[config.mk]
export PLATFORM = sky130hd
export DESIGN_NAME = sum_display_scan
export DESIGN_NICKNAME = d
export VERILOG_FILES = /design/src/rtl/sum_disp_pkg.sv /design/src/rtl/seg7_hex_dec.sv /design/src/rtl/sum_display_scan.sv
export SDC_FILE = /design/constraint.sdc
export NUM_CORES = 1
export LEC_CHECK = 0
export ABC_CLOCK_PERIOD_IN_PS = 4300
export BUFFER_PORTS_ARGS = -buffer_cell sky130_fd_sc_hd__buf_2
export CORE_ASPECT_RATIO = 0.6
export CORE_MARGIN = 5
export CORE_UTILIZATION = 60
export CTS_CLUSTER_SIZE = 10
export DETAILED_ROUTE_END_ITERATION = 8
export HOLD_SLACK_MARGIN = 0.06
export PLACE_DENSITY = 0.81
export SKIP_LAST_GASP = 1
export SYNTH_ARGS = -nofsm -noshare
export SYNTH_HDL_FRONTEND = slang
export SYNTH_SLANG_ARGS = --single-unit
export TNS_END_PERCENT = 30
[constraint.sdc]
create_clock -name clk -period 4.3 [get_ports clk]
set_input_delay 0.645 -clock clk [delete_from_list [all_inputs] [get_ports clk]]
set_output_delay 0.645 -clock clk [all_outputs]
set_load 0.1 [all_outputs]
[src/rtl/sum_disp_pkg.sv]
// Shared constants and types for the sum display scanner: segment table,
// blanking values, digit slot indices and the per-slot FSM encoding.
package sum_disp_pkg;

   // Active-low segment patterns, bit order {g,f,e,d,c,b,a}; entry n is HEX_SEG[n].
   localparam logic [15:0][6:0] HEX_SEG = {
      7'h0E,   // F
      7'h06,   // E
      7'h21,   // d
      7'h46,   // C
      7'h03,   // b
      7'h08,   // A
      7'h10,   // 9
      7'h00,   // 8
      7'h78,   // 7
      7'h02,   // 6
      7'h12,   // 5
      7'h19,   // 4
      7'h30,   // 3
      7'h24,   // 2
      7'h79,   // 1
      7'h40    // 0
   };

   localparam logic [6:0] SEG_BLANK = 7'h7F;
   localparam logic [3:0] AN_OFF    = 4'hF;

   typedef logic [1:0] dig_idx_t;

   localparam dig_idx_t DIG_A     = 2'd0;
   localparam dig_idx_t DIG_B     = 2'd1;
   localparam dig_idx_t DIG_TENS  = 2'd2;
   localparam dig_idx_t DIG_UNITS = 2'd3;

   typedef enum logic {
      ST_BLANK = 1'b0,
      ST_ON    = 1'b1
   } state_t;

endpackage : sum_disp_pkg

[src/rtl/seg7_hex_dec.sv]
// Combinational hex digit to active-low 7-segment decoder, shared by
// display blocks.
module seg7_hex_dec
   import sum_disp_pkg::*;
(
   input  logic [3:0] hex,
   output logic [6:0] seg_n
);

   assign seg_n = HEX_SEG[hex];

endmodule : seg7_hex_dec

[src/rtl/sum_display_scan.sv]
// Drives a 4-digit multiplexed common-anode display with A, B and the
// decimal adder sum; inputs are snapshotted once per frame.
module sum_display_scan
   import sum_disp_pkg::*;
#(
   parameter int NB        = 4,
   parameter int SCAN_DIV  = 12500,
   parameter int BLANK_CYC = 250
) (
   input  logic          clk,
   input  logic          rst_n,
   input  logic [NB-1:0] a_i,
   input  logic [NB-1:0] b_i,
   input  logic [NB-1:0] s_n_i,
   input  logic          co_n_i,
   output logic [3:0]    an_n_o,
   output logic [6:0]    seg_n_o,
   output logic          frame_tick_o
);

   localparam int             CW        = (SCAN_DIV > 2) ? $clog2(SCAN_DIV) : 1;
   localparam logic [CW-1:0]  CNT_MAX   = CW'(SCAN_DIV - 1);
   localparam logic [CW-1:0]  CNT_BLANK = CW'(BLANK_CYC);
   // Slot 0 starts at count 0, which is already ON when there is no blanking.
   localparam state_t         ST_RESET  = (BLANK_CYC == 0) ? ST_ON : ST_BLANK;

   logic [CW-1:0] cnt_q, cnt_d;
   dig_idx_t      idx_q;
   state_t        state_q, state_d;
   logic          wrap, frame_end;

   logic [NB-1:0] snap_a, snap_b;
   logic [NB:0]   snap_sum;
   logic          frame_tick_q;

   logic [1:0]    tens;
   logic [3:0]    units;
   logic [3:0]    digit;
   logic [6:0]    digit_seg;
   logic [3:0]    an_d, an_q;
   logic [6:0]    seg_d, seg_q;

   // ---------------- slot counter and digit index ----------------
   assign wrap      = (cnt_q == CNT_MAX);
   assign frame_end = wrap && (idx_q == DIG_UNITS);
   assign cnt_d     = wrap ? '0 : cnt_q + 1'b1;

   // NOTE: state registers use non-blocking assignments so every flop samples
   // pre-edge values, independent of the order the blocks are evaluated in.
   always_ff @(posedge clk or negedge rst_n) begin
      if (!rst_n) begin
         cnt_q   <= '0;
         idx_q   <= DIG_A;
         state_q <= ST_RESET;
      end else begin
         cnt_q   <= cnt_d;
         state_q <= state_d;
         if (wrap) idx_q <= idx_q + 2'd1;
      end
   end

   // NOTE: every always_comb output gets a default first so no path can
   // leave it unassigned and infer a latch.
   always_comb begin
      state_d = ST_ON;
      if (cnt_d < CNT_BLANK) state_d = ST_BLANK;
   end

   // ---------------- per-frame snapshot ----------------
   always_ff @(posedge clk or negedge rst_n) begin
      if (!rst_n) begin
         snap_a       <= '0;
         snap_b       <= '0;
         snap_sum     <= '0;
         frame_tick_q <= 1'b0;
      end else begin
         frame_tick_q <= frame_end;
         if (frame_end) begin
            snap_a   <= a_i;
            snap_b   <= b_i;
            snap_sum <= {~co_n_i, ~s_n_i};
         end
      end
   end

   // Decimal split of 0..30 by range comparison.
   always_comb begin
      tens  = 2'd0;
      units = snap_sum[3:0];
      if (snap_sum >= 5'd30) begin
         tens  = 2'd3;
         units = 4'(snap_sum - 5'd30);
      end else if (snap_sum >= 5'd20) begin
         tens  = 2'd2;
         units = 4'(snap_sum - 5'd20);
      end else if (snap_sum >= 5'd10) begin
         tens  = 2'd1;
         units = 4'(snap_sum - 5'd10);
      end
   end

   always_comb begin
      digit = units;
      case (idx_q)
         DIG_A:    digit = snap_a;
         DIG_B:    digit = snap_b;
         DIG_TENS: digit = {2'b00, tens};
         default:  digit = units;
      endcase
   end

   seg7_hex_dec u_dec (
      .hex   (digit),
      .seg_n (digit_seg)
   );

   // ---------------- anode / segment outputs ----------------
   always_comb begin
      an_d  = AN_OFF;
      seg_d = SEG_BLANK;
      // Leading-zero tens digit stays dark for its whole slot.
      if (state_q == ST_ON && !(idx_q == DIG_TENS && tens == 2'd0)) begin
         an_d  = ~(4'b1000 >> idx_q);
         seg_d = digit_seg;
      end
   end

   always_ff @(posedge clk or negedge rst_n) begin
      if (!rst_n) begin
         an_q  <= AN_OFF;
         seg_q <= SEG_BLANK;
      end else begin
         an_q  <= an_d;
         seg_q <= seg_d;
      end
   end

   assign an_n_o       = an_q;
   assign seg_n_o      = seg_q;
   assign frame_tick_o = frame_tick_q;

endmodule : sum_display_scan

; ---- Word level (Yosys, flattened, before mapping)
; Memory sizes are Yosys's and may differ from the RTL's.
; Cells that the tools add are included.
[totals]
word_cells = 46
mem_bits_ro = 112
mem_bits_rw = 0
output_inout_bits = 12
input_bits = 15
reg_bits = 42
memories = 1
latchBits = 0
[classes]
n_eq_ne = 4
reduce_logical = 6
n_bitwise = 3
n_div = 0
mux = 12
n_addsub = 5
magnitude_cmp = 5
multipliers = 0
shift = 1
[mem_list]
columns = memory, words, width, rd, rd_clocked_by_memory_dff, write_ports, line_no
row1 = (no name shown), 16, 7, 1, 0, 0, seg7_hex_dec.sv:10  ; assign seg_n = HEX_SEG[hex];
[ops]
columns = op, count
row1 = 2-to-1 mux 4 bit, 4
row2 = adder 14 x 1 -> 14 bit (second input constant), 1
row3 = == test 14 bit (second input constant), 1
row4 = less-than comparator 14 x 8 -> 1 bit (second input constant), 1
row5 = 2-to-1 mux 14 bit, 1
row6 = 2-to-1 mux 7 bit, 2
row7 = one-hot mux 4 bit (3 select lines), 1
row8 = greater-or-equal comparator 5 bit (second input constant), 2
row9 = inverter 4 bit, 2
row10 = subtractor 4 bit (second input constant), 2
row11 = greater-or-equal comparator 5 x 4 -> 1 bit (second input constant), 1
row12 = less-than comparator 4 x 5 -> 1 bit (second input constant), 1
row13 = == test 2 bit (second input constant), 2
row14 = logical NOT 2 bit, 2
row15 = 2-to-1 mux 2 bit, 2
row16 = right shift 4 x 2 -> 4 bit (first input constant), 1
row17 = subtractor 4 x 3 -> 4 bit (second input constant), 1
row18 = logical AND 1 bit, 3
row19 = adder 2 x 1 -> 2 bit (second input constant), 1
row20 = == test 2 x 1 -> 1 bit (second input constant), 1
row21 = 2-to-1 mux 1 bit, 2
row22 = logical NOT 1 bit, 1
row23 = inverter 1 bit, 1

; ---- Longest topological paths before layout
; Gate-level depths: netlist of the first run.
[logic_depth]
word_depth = 9
ltp_mapped = 13
depth_no_buf = 13

; ---- Modules after synthesis
; From an unflattened synthesis of the first run, not the netlist that was laid out.
[hier_totals]
cells_unflattened = 254
hier_area_um2 = 2526.2
[modules_own_cells]
columns = module, cells_each, seq_area_each_um2, n_inst, area_each_um2
row1 = sum_display_scan, 219, 1064.8, 1, 2254.7
row2 = seg7_hex_dec, 35, 0.0, 1, 271.5

; ---- Worst setup path after synthesis of the first run
; Ideal clock, no wire load.
[synth_path]
kind = register to register
from = reg snap_sum[2]
to = reg seg_q[5] (netlist: seg_n_o[5])
path_stages_with_launch = 12
period_less_slack_ns = 2.601
required_ns = 4.217
arrival_ns = 2.517
path_slack_ns = 1.699
setup_ns = 0.083
n_path_buf = 0
path_cell_list = dfrtp_1 > ha_1 > nand3_1 > nand2_1 > or4_1 > o221a_2 > ha_1 > nand2b_1 > a211o_1 > a21oi_1 > o21bai_1 > a221o_1
[synth_via]
elab_chain_cells = 9
word_cells_on_any_way = 20
classes_between = add/sub: 3 / order compare: 3 / mux: 9 / reduce/logical: 4 / memory: 1
[synth_rtl]
columns = element, line_no
row1 = from (decl), sum_display_scan.sv:33  ; logic [NB:0] snap_sum;
row2 = from (signal assigned), sum_display_scan.sv:81  ; snap_sum <= {~co_n_i, ~s_n_i};
row3 = branches (longest 8 deep; another with memory read (16 x 7 bit)), n/a
row4 = 2-to-1 mux 7 bit *, sum_display_scan.sv:122  ; if (state_q == ST_ON && !(idx_q == DIG_TENS && tens == 2'd0)) begin
row5 = via seg_d[5], sum_display_scan.sv:41  ; logic [6:0] seg_d, seg_q;
row6 = to (signal assigned), sum_display_scan.sv:134  ; seg_q <= seg_d;
row7 = to (decl), sum_display_scan.sv:41
; Mark *: on every way through the listed nets, which the timed path passes. The select of a mux whose other input is x is not followed.
; A chain may end at the register's enable or synchronous reset.

; ---- Worst setup path in the final report of the first run
[layout_path]
from = reg snap_sum[3]
to = reg seg_q[5] (netlist: seg_n_o[5])
; Same word-level chain as after synthesis.

==> flow_metrics.tcl, run 1 <==
set metrics [dict create \
    status "finished clean" \
    cts_resized 0 \
    cts_tree "done" \
    critical_path_buf_inv_count 0 \
    crit_chain "ha_1 -> nand4b_1 -> nand2_1 -> or4_1 -> o221a_2 -> ha_1 -> nand2b_1 -> a211o_1 -> a21oi_1 -> o21bai_1 -> a221o_1" \
    cts_max_path_buffers 2 \
    critPathMaxFanout 11 \
    areaGrowthSynthToFinish_pct 10.3 \
    crit_arrival_ns 3.19 \
    synth_top_area_share 0.304 \
    stdcell_count 344 \
    syn_area_um2 2550 \
    avgRoutedWirePerCell_um 15.6 \
    core-area_um2 4120 \
    ys.flop_type "dfrtp_1" \
    report.final.slew_viol_count 0 \
    cts_root_buf "clkbuf_8" \
    synth_cell_types 59 \
    finalSetupViolCount 0 \
    wl_um 5360 \
    grt_usage 0.205 \
    globalplace.congestion 0.949 \
    fin_util 0.684 \
    fin_skew_ns 0.00496 \
    p_per_area_nw_per_um2 266 \
    dp_cells 336 \
    fin_tns_setup_ns 0 \
    drtPass1Iterations 5 \
    yosysWarnings 0 \
    ant_nets 0 \
    synth_edf_count 0 \
    syn-instance-count 259 \
    fmax_ghz 0.338 \
    htreeDepth 2 \
    grt_pass1_vias 1797 \
    cp_common_cell "ha_1" \
    grt_max_degree 43 \
    ys_ff_latch 42 \
    holdCritPathClass "input pin to async pin" \
    critical_path_required_ns 4.53 \
    slew_headroom 0.383 \
    synth_common_cells "dfrtp_1, nand2_1, ha_1" \
    cts_buffers 5 \
    antenna_found_initial 0 \
    fp.dieW_um 94.2 \
    num_io_pins 27 \
    fin_nets 314 \
    drc_errors 0 \
    ir_worst_vdd_mv 0.184 \
    min_period_over_period 0.688 \
    crit_path_max_incr_delay_ns 0.53 \
    vias 2019 \
    rsz0062_at_grt "no" \
    clkSlewWorstSetupHoldPaths_ns 0.08 \
    clock_latency_ns 0.30 \
    start_util 0.620 \
    dp_hpwl_um 3950 \
    cp-end-kind "register" \
    reg2regPathDepth 11 \
    fin_hold_ws_ns 0.471 \
    cts.sinks 42 \
    num_rows 18 \
    path_depth 11 \
    cp-start-kind "register" \
    drv.max_cap_violation_count 0 \
    syn_avg_cell_area_um2 9.86 \
    n_antenna_cell 0 \
    syn_nets 290 \
    crit_family "compound AO/OA/AOI/OAI gates" \
    min_period_ns 2.96 \
    synthTopCellsByArea "dfrtp_1, dfstp_2, ha_1, mux2_2, nand2_1" \
    yosys.area.top_type "dfrtp_1" \
    seq_area_frac_synth 0.417 \
    drive_gt1_frac 0.218 \
    worst_pin_slew_ns 0.926 \
    synth_most_common_cell "dfrtp_1" \
    placedInstanceArea_um2 2710 \
    cts_post_setup_buffers_inserted 0 \
    drt_iter0_drc 150 \
    finalHoldViolations 0 \
    postCtsHoldBufs 0 \
    grt_pass1_wl_um 8910 \
    via_per_inst 5.87 \
    die-area_um2 5710 \
    crit_slowest_cell "dfrtp_1" \
    portBuffers 26 \
    power.leakage_nw 1.22 \
    critical_path_class "register to register" \
    fin_area_um2 2820 \
    async_reset_ff_frac 1.00 \
    grt_overflow 0 \
    die_h_um 60.5 \
]
## routing by layer
layer | track usage | part of all wire
met5 | 0 | 0
met2 | 0.266 | 0.39
met4 | 0.0617 | 0.012
met1 | 0.334 | 0.53
met3 | 0.0458 | 0.068
## layout make-up
class | count | area, µm²
tap | 60 | 75.1
timing repair buffer | 26 | 130
multi-input combinational | 195 | 1390
fill | 333 | 1300
clock buffer | 5 | 68.8
sequential | 42 | 1060
inverter | 13 | 48.8
clock inverter | 3 | 40.0
## per-stage QoR
stage | total power, mW | setup WS (ns)
global route | 0.782 | 1.17
floorplan | 0.429 | 1.70
detailed placement | 0.448 | 1.41
finish | 0.751 | 1.34
CTS | 0.758 | 1.39
global placement | 0.447 | 1.53
## final timing paths
check,startpoint,endpoint,slack [ns]
max,snap_sum[3],seg_n_o[5],1.34
min,rst_n,cnt_q[10],0.47
max reg2reg,snap_sum[3],seg_n_o[5],1.34
min reg2reg,cnt_q[0],cnt_q[0],0.48
max in group asynchronous,rst_n,idx_q[0],3.24
min in group clk,cnt_q[0],cnt_q[0],0.48
## state kept, by name (all words and copies together), names as in the netlist
signal,cells
snap_sum,5
state_q,1
frame_tick_o,1
snap_a,4
seg_n_o,7
idx_q,2
snap_b,4
cnt_q,14
an_n_o,4
## layout by cell type, fill, tap and decap left out, types with 2 or more instances in the layout
cell type / count
clkbuf_8: 5
o21ai_0: 12
mux2_2: 9
o31ai_1: 2
and3_1: 6
dfstp_2: 11
nand4_1: 5
a21o_1: 2
nand2b_1: 5
nand2_1: 27
a31oi_1: 4
dfrtp_1: 31
nand4b_1: 2
nand3_1: 10
clkinv_2: 2
nor4_1: 4
o211ai_1: 2
ha_1: 16
a211oi_1: 3
nor2_1: 13
nor2b_1: 4
inv_1: 13
nor3_1: 6
o21ai_1: 5
buf_2: 26
a21oi_1: 9
xnor2_1: 8
a221o_1: 3
o21bai_1: 2
xor2_1: 6
a221oi_1: 3
## cell families (layout without fill, tap and decap cells)
group,after synthesis,in the layout,share of synthesized area
multiplexers,11,11,0.0480
AND/OR/NAND/NOR,94,94,0.202
flip-flops,42,42,0.417
AO/OA/AOI/OAI,60,60,0.168
XOR/XNOR,14,14,0.0480
buffers and inverters,22,47,0.0387
adder cells (fa/ha/maj),16,16,0.0784
## power breakdown
| group | total (mW) | switching [mW] | leakage (nW) | internal, mW |
|---|---|---|---|---|
| clock | 0.309 | 0.139 | 0.0579 | 0.171 |
| sequential | 0.401 | 0.00237 | 0.490 | 0.399 |
| combinational | 0.0400 | 0.0242 | 0.675 | 0.0158 |
(Power assumes the default switching activity.)
==> run 2, diff against run 1 <==
Settings changed: ABC_AREA set to 1, ABC_CLOCK_PERIOD_IN_PS 4300 to 2500, CORE_UTILIZATION 60 to 53, PLACE_DENSITY 0.81 to 0.76.
Clock period 4.3 ns to 2.5 ns, I/O delays scaled along.
==> flow_metrics.tcl, run 2 <==
set metrics [dict create \
    seqPwrFrac 0.541 \
    finalSetupViolCount 0 \
    wl_met1_um 2810 \
    register_area_um2 1060 \
    cts_max_path_buffers 2 \
    cp-end-kind "register" \
    switching_share 0.194 \
    power.leakage_nw 1.45 \
    p_sw_uw 244 \
    synth_xor_area_frac 0.0139 \
    final.fill_count 406 \
    drt_iter0_drc 134 \
    ys.flop_type "dfrtp_1" \
    fmax_ghz 0.434 \
    via_per_inst 4.99 \
    vias 2076 \
    grt_pass1_wl_um 9300 \
    rsz0062_at_grt "no" \
    cts_buffers 5 \
    num_rows 19 \
    syn-instance-count 320 \
    async_reset_ff_frac 1.00 \
    synth_fa_ha_area_frac 0.0793 \
    final_cell_mix "nand2_1, inv_1, nand3_1" \
    cts_post_setup_buffers_inserted 0 \
    fin_nets 383 \
    postCtsHoldBufs 0 \
    ir_worst_vdd_mv 0.316 \
    areaGrowthSynthToFinish_pct 12.5 \
    grt_usage 0.185 \
    syn_area_um2 2520 \
    drtPass1Iterations 4 \
    num_io_pins 27 \
    reg2regPathDepth 14 \
    cts_tree "done" \
    finalHoldViolations 0 \
    wl_met3_um 392 \
    grt_max_degree 43 \
    multiInputGateArea_um2 1220 \
    p_comb_frac 0.018 \
    min_period_ns 2.30 \
    synth_most_common_cell "nand2_1" \
    min_period_over_period 0.922 \
    critPathMaxFanout 6 \
    fin_skew_ns 0.00688 \
    synthTopCellsByArea "dfrtp_1, nand2_1, dfstp_2, ha_1, nand3_1" \
    fp.dieW_um 99.1 \
    die_h_um 63.5 \
    clkSlewWorstSetupHoldPaths_ns 0.08 \
    cts_root_buf "clkbuf_8" \
    ys_ff_latch 42 \
    top_layer_used "met4" \
    yosysWarnings 0 \
    synth_compound_area_frac 0.0634 \
    drc_errors 0 \
    cp-start-kind "register" \
    syn_nets 351 \
    n_antenna_cell 0 \
    grt_overflow 0 \
    portBuffers 26 \
    critical_path_class "register to register" \
    synth_top_family_by_area "simple AND/OR/NAND/NOR gates" \
    top_register "cnt_q" \
    holdCritPathClass "input pin to async pin" \
    seq_area_frac_synth 0.422 \
    wl_met2_um 2080 \
    status "finished clean" \
    fin_util 0.619 \
    dp_hpwl_um 3970 \
    htreeDepth 2 \
    worst_pin_slew_ns 0.907 \
    ant_nets 0 \
    largest_reg_flops 14 \
    die-area_um2 6290 \
    p_per_area_nw_per_um2 442 \
    cts_resized 0 \
    yosys.area.top_type "dfrtp_1" \
    syn_avg_cell_area_um2 7.89 \
    drive_gt1_frac 0.221 \
    p_clk_frac 0.441 \
    fin_tns_setup_ns 0 \
    globalplace.congestion 0.920 \
    report.final.slew_viol_count 0 \
    slew_headroom 0.395 \
    internal-power_mw 1.01 \
    synth-simple-area-share 0.325 \
    antenna_found_initial 0 \
    start_util 0.550 \
    cts.sinks 42 \
    grt_pass1_vias 1936 \
    muxShareOfSynthArea 0 \
    drv.max_cap_violation_count 0 \
    final_common_cell "nand2_1" \
    wl_um 5320 \
    synth_edf_count 0 \
    crit_arrival_ns 2.54 \
    avgRoutedWirePerCell_um 12.8 \
    synth_common_cells "nand2_1, inv_1, nand3_1" \
    critical_path_required_ns 2.73 \
    clock_latency_ns 0.30 \
    synth_cell_types 38 \
    core-area_um2 4590 \
    synth_top_area_share 0.307 \
]
==> run 2: changes by cell type after synthesis, sizes merged, moves of 5 or more <==
cell | before | now
xnor2 | 8 | 1
inv | 13 | 53
nand3 | 10 | 38
nor2b | 5 | 0
nand2b | 5 | 0
mux2 | 10 | 0
a21oi | 9 | 4
nand2 | 28 | 109
and3 | 6 | 0
==> run 2: metrics by stage <==
| step | hold slack [ns] | setup slack, ns | power, mW | cells | instance area (µm²) |
|---|---|---|---|---|---|
| after global placement | 0.454 | 0.264 | 0.716 | 408 | 2720 |
| after floorplan | 0.0794 | 0.485 | 0.693 | 320 | 2520 |
| final | 0.206 | 0.196 | 1.26 | 416 | 2840 |
| after detailed placement | 0.454 | 0.158 | 0.716 | 408 | 2720 |
| after global routing | 0.243 | 0.0269 | 1.31 | 416 | 2840 |
| after CTS | 0.230 | 0.148 | 1.28 | 416 | 2840 |
==> run 2: final cells by class <==
| type | count | share of cell area |
|---|---|---|
| well taps | 63 | 0.0277 |
| repair buffers | 29 | 0.0537 |
| clock buffers | 7 | 0.0304 |
| flip-flops and latches | 42 | 0.375 |
| multi-input cells | 220 | 0.429 |
| inverters | 54 | 0.0740 |
| clock inverters | 1 | 0.0106 |
==> run 2: worst paths after layout <==
check / to / slack (ns) / startpoint
min in group clk: snap_sum[3] / 0.25 / s_n_i[3]
max in group asynchronous: snap_sum[1] / 1.73 / rst_n
worst min register to register: snap_b[2] / 0.48 / snap_b[2]
worst max-delay path: seg_n_o[3] / 0.20 / snap_sum[2]
worst min-delay path: cnt_q[0] / 0.21 / rst_n
worst max register to register: seg_n_o[3] / 0.20 / snap_sum[2]
==> run 2: critical path, stage by stage, from the launching register on <==
cell	delay (ns)
dfrtp_1	0.45
inv_1	0.15
ha_1	0.23
inv_1	0.08
nand2_1	0.07
nand3_1	0.11
nand2_1	0.07
nand2_1	0.08
nand2_1	0.06
a22oi_2	0.20
inv_1	0.16
ha_1	0.33
nand3_1	0.09
nand3_1	0.09
nand3_1	0.09
==> run 2: cells by family (layout without fill, tap and decap cells) <==
kind of cell,count (synthesis),after routing
buffers and inverters,58,91
adder cells (fa/ha/maj),16,16
AO/OA/AOI/OAI,23,23
AND/OR/NAND/NOR,177,177
flip-flops,42,42
XOR/XNOR,4,4
==> run 2: per-layer routing <==
metal / GRT usage / vias up
met4: 0.0494 / 0
li1: - / 1068
met5: 0 / -
met2: 0.251 / 56
met1: 0.284 / 948
met3: 0.0529 / 4
==> run 2: power groups by stage <==
| stage | Combinational [mW] | Clock [mW] | Sequential, mW |
|---|---|---|---|
| 3_3_place_gp | 0.0239 | 0 | 0.692 |
| 3_5_place_dp | 0.0239 | 0 | 0.692 |
| 4_1_cts | 0.0239 | 0.572 | 0.680 |
| 5_1_grt | 0.0279 | 0.605 | 0.680 |
| 6_report | 0.0228 | 0.554 | 0.680 |
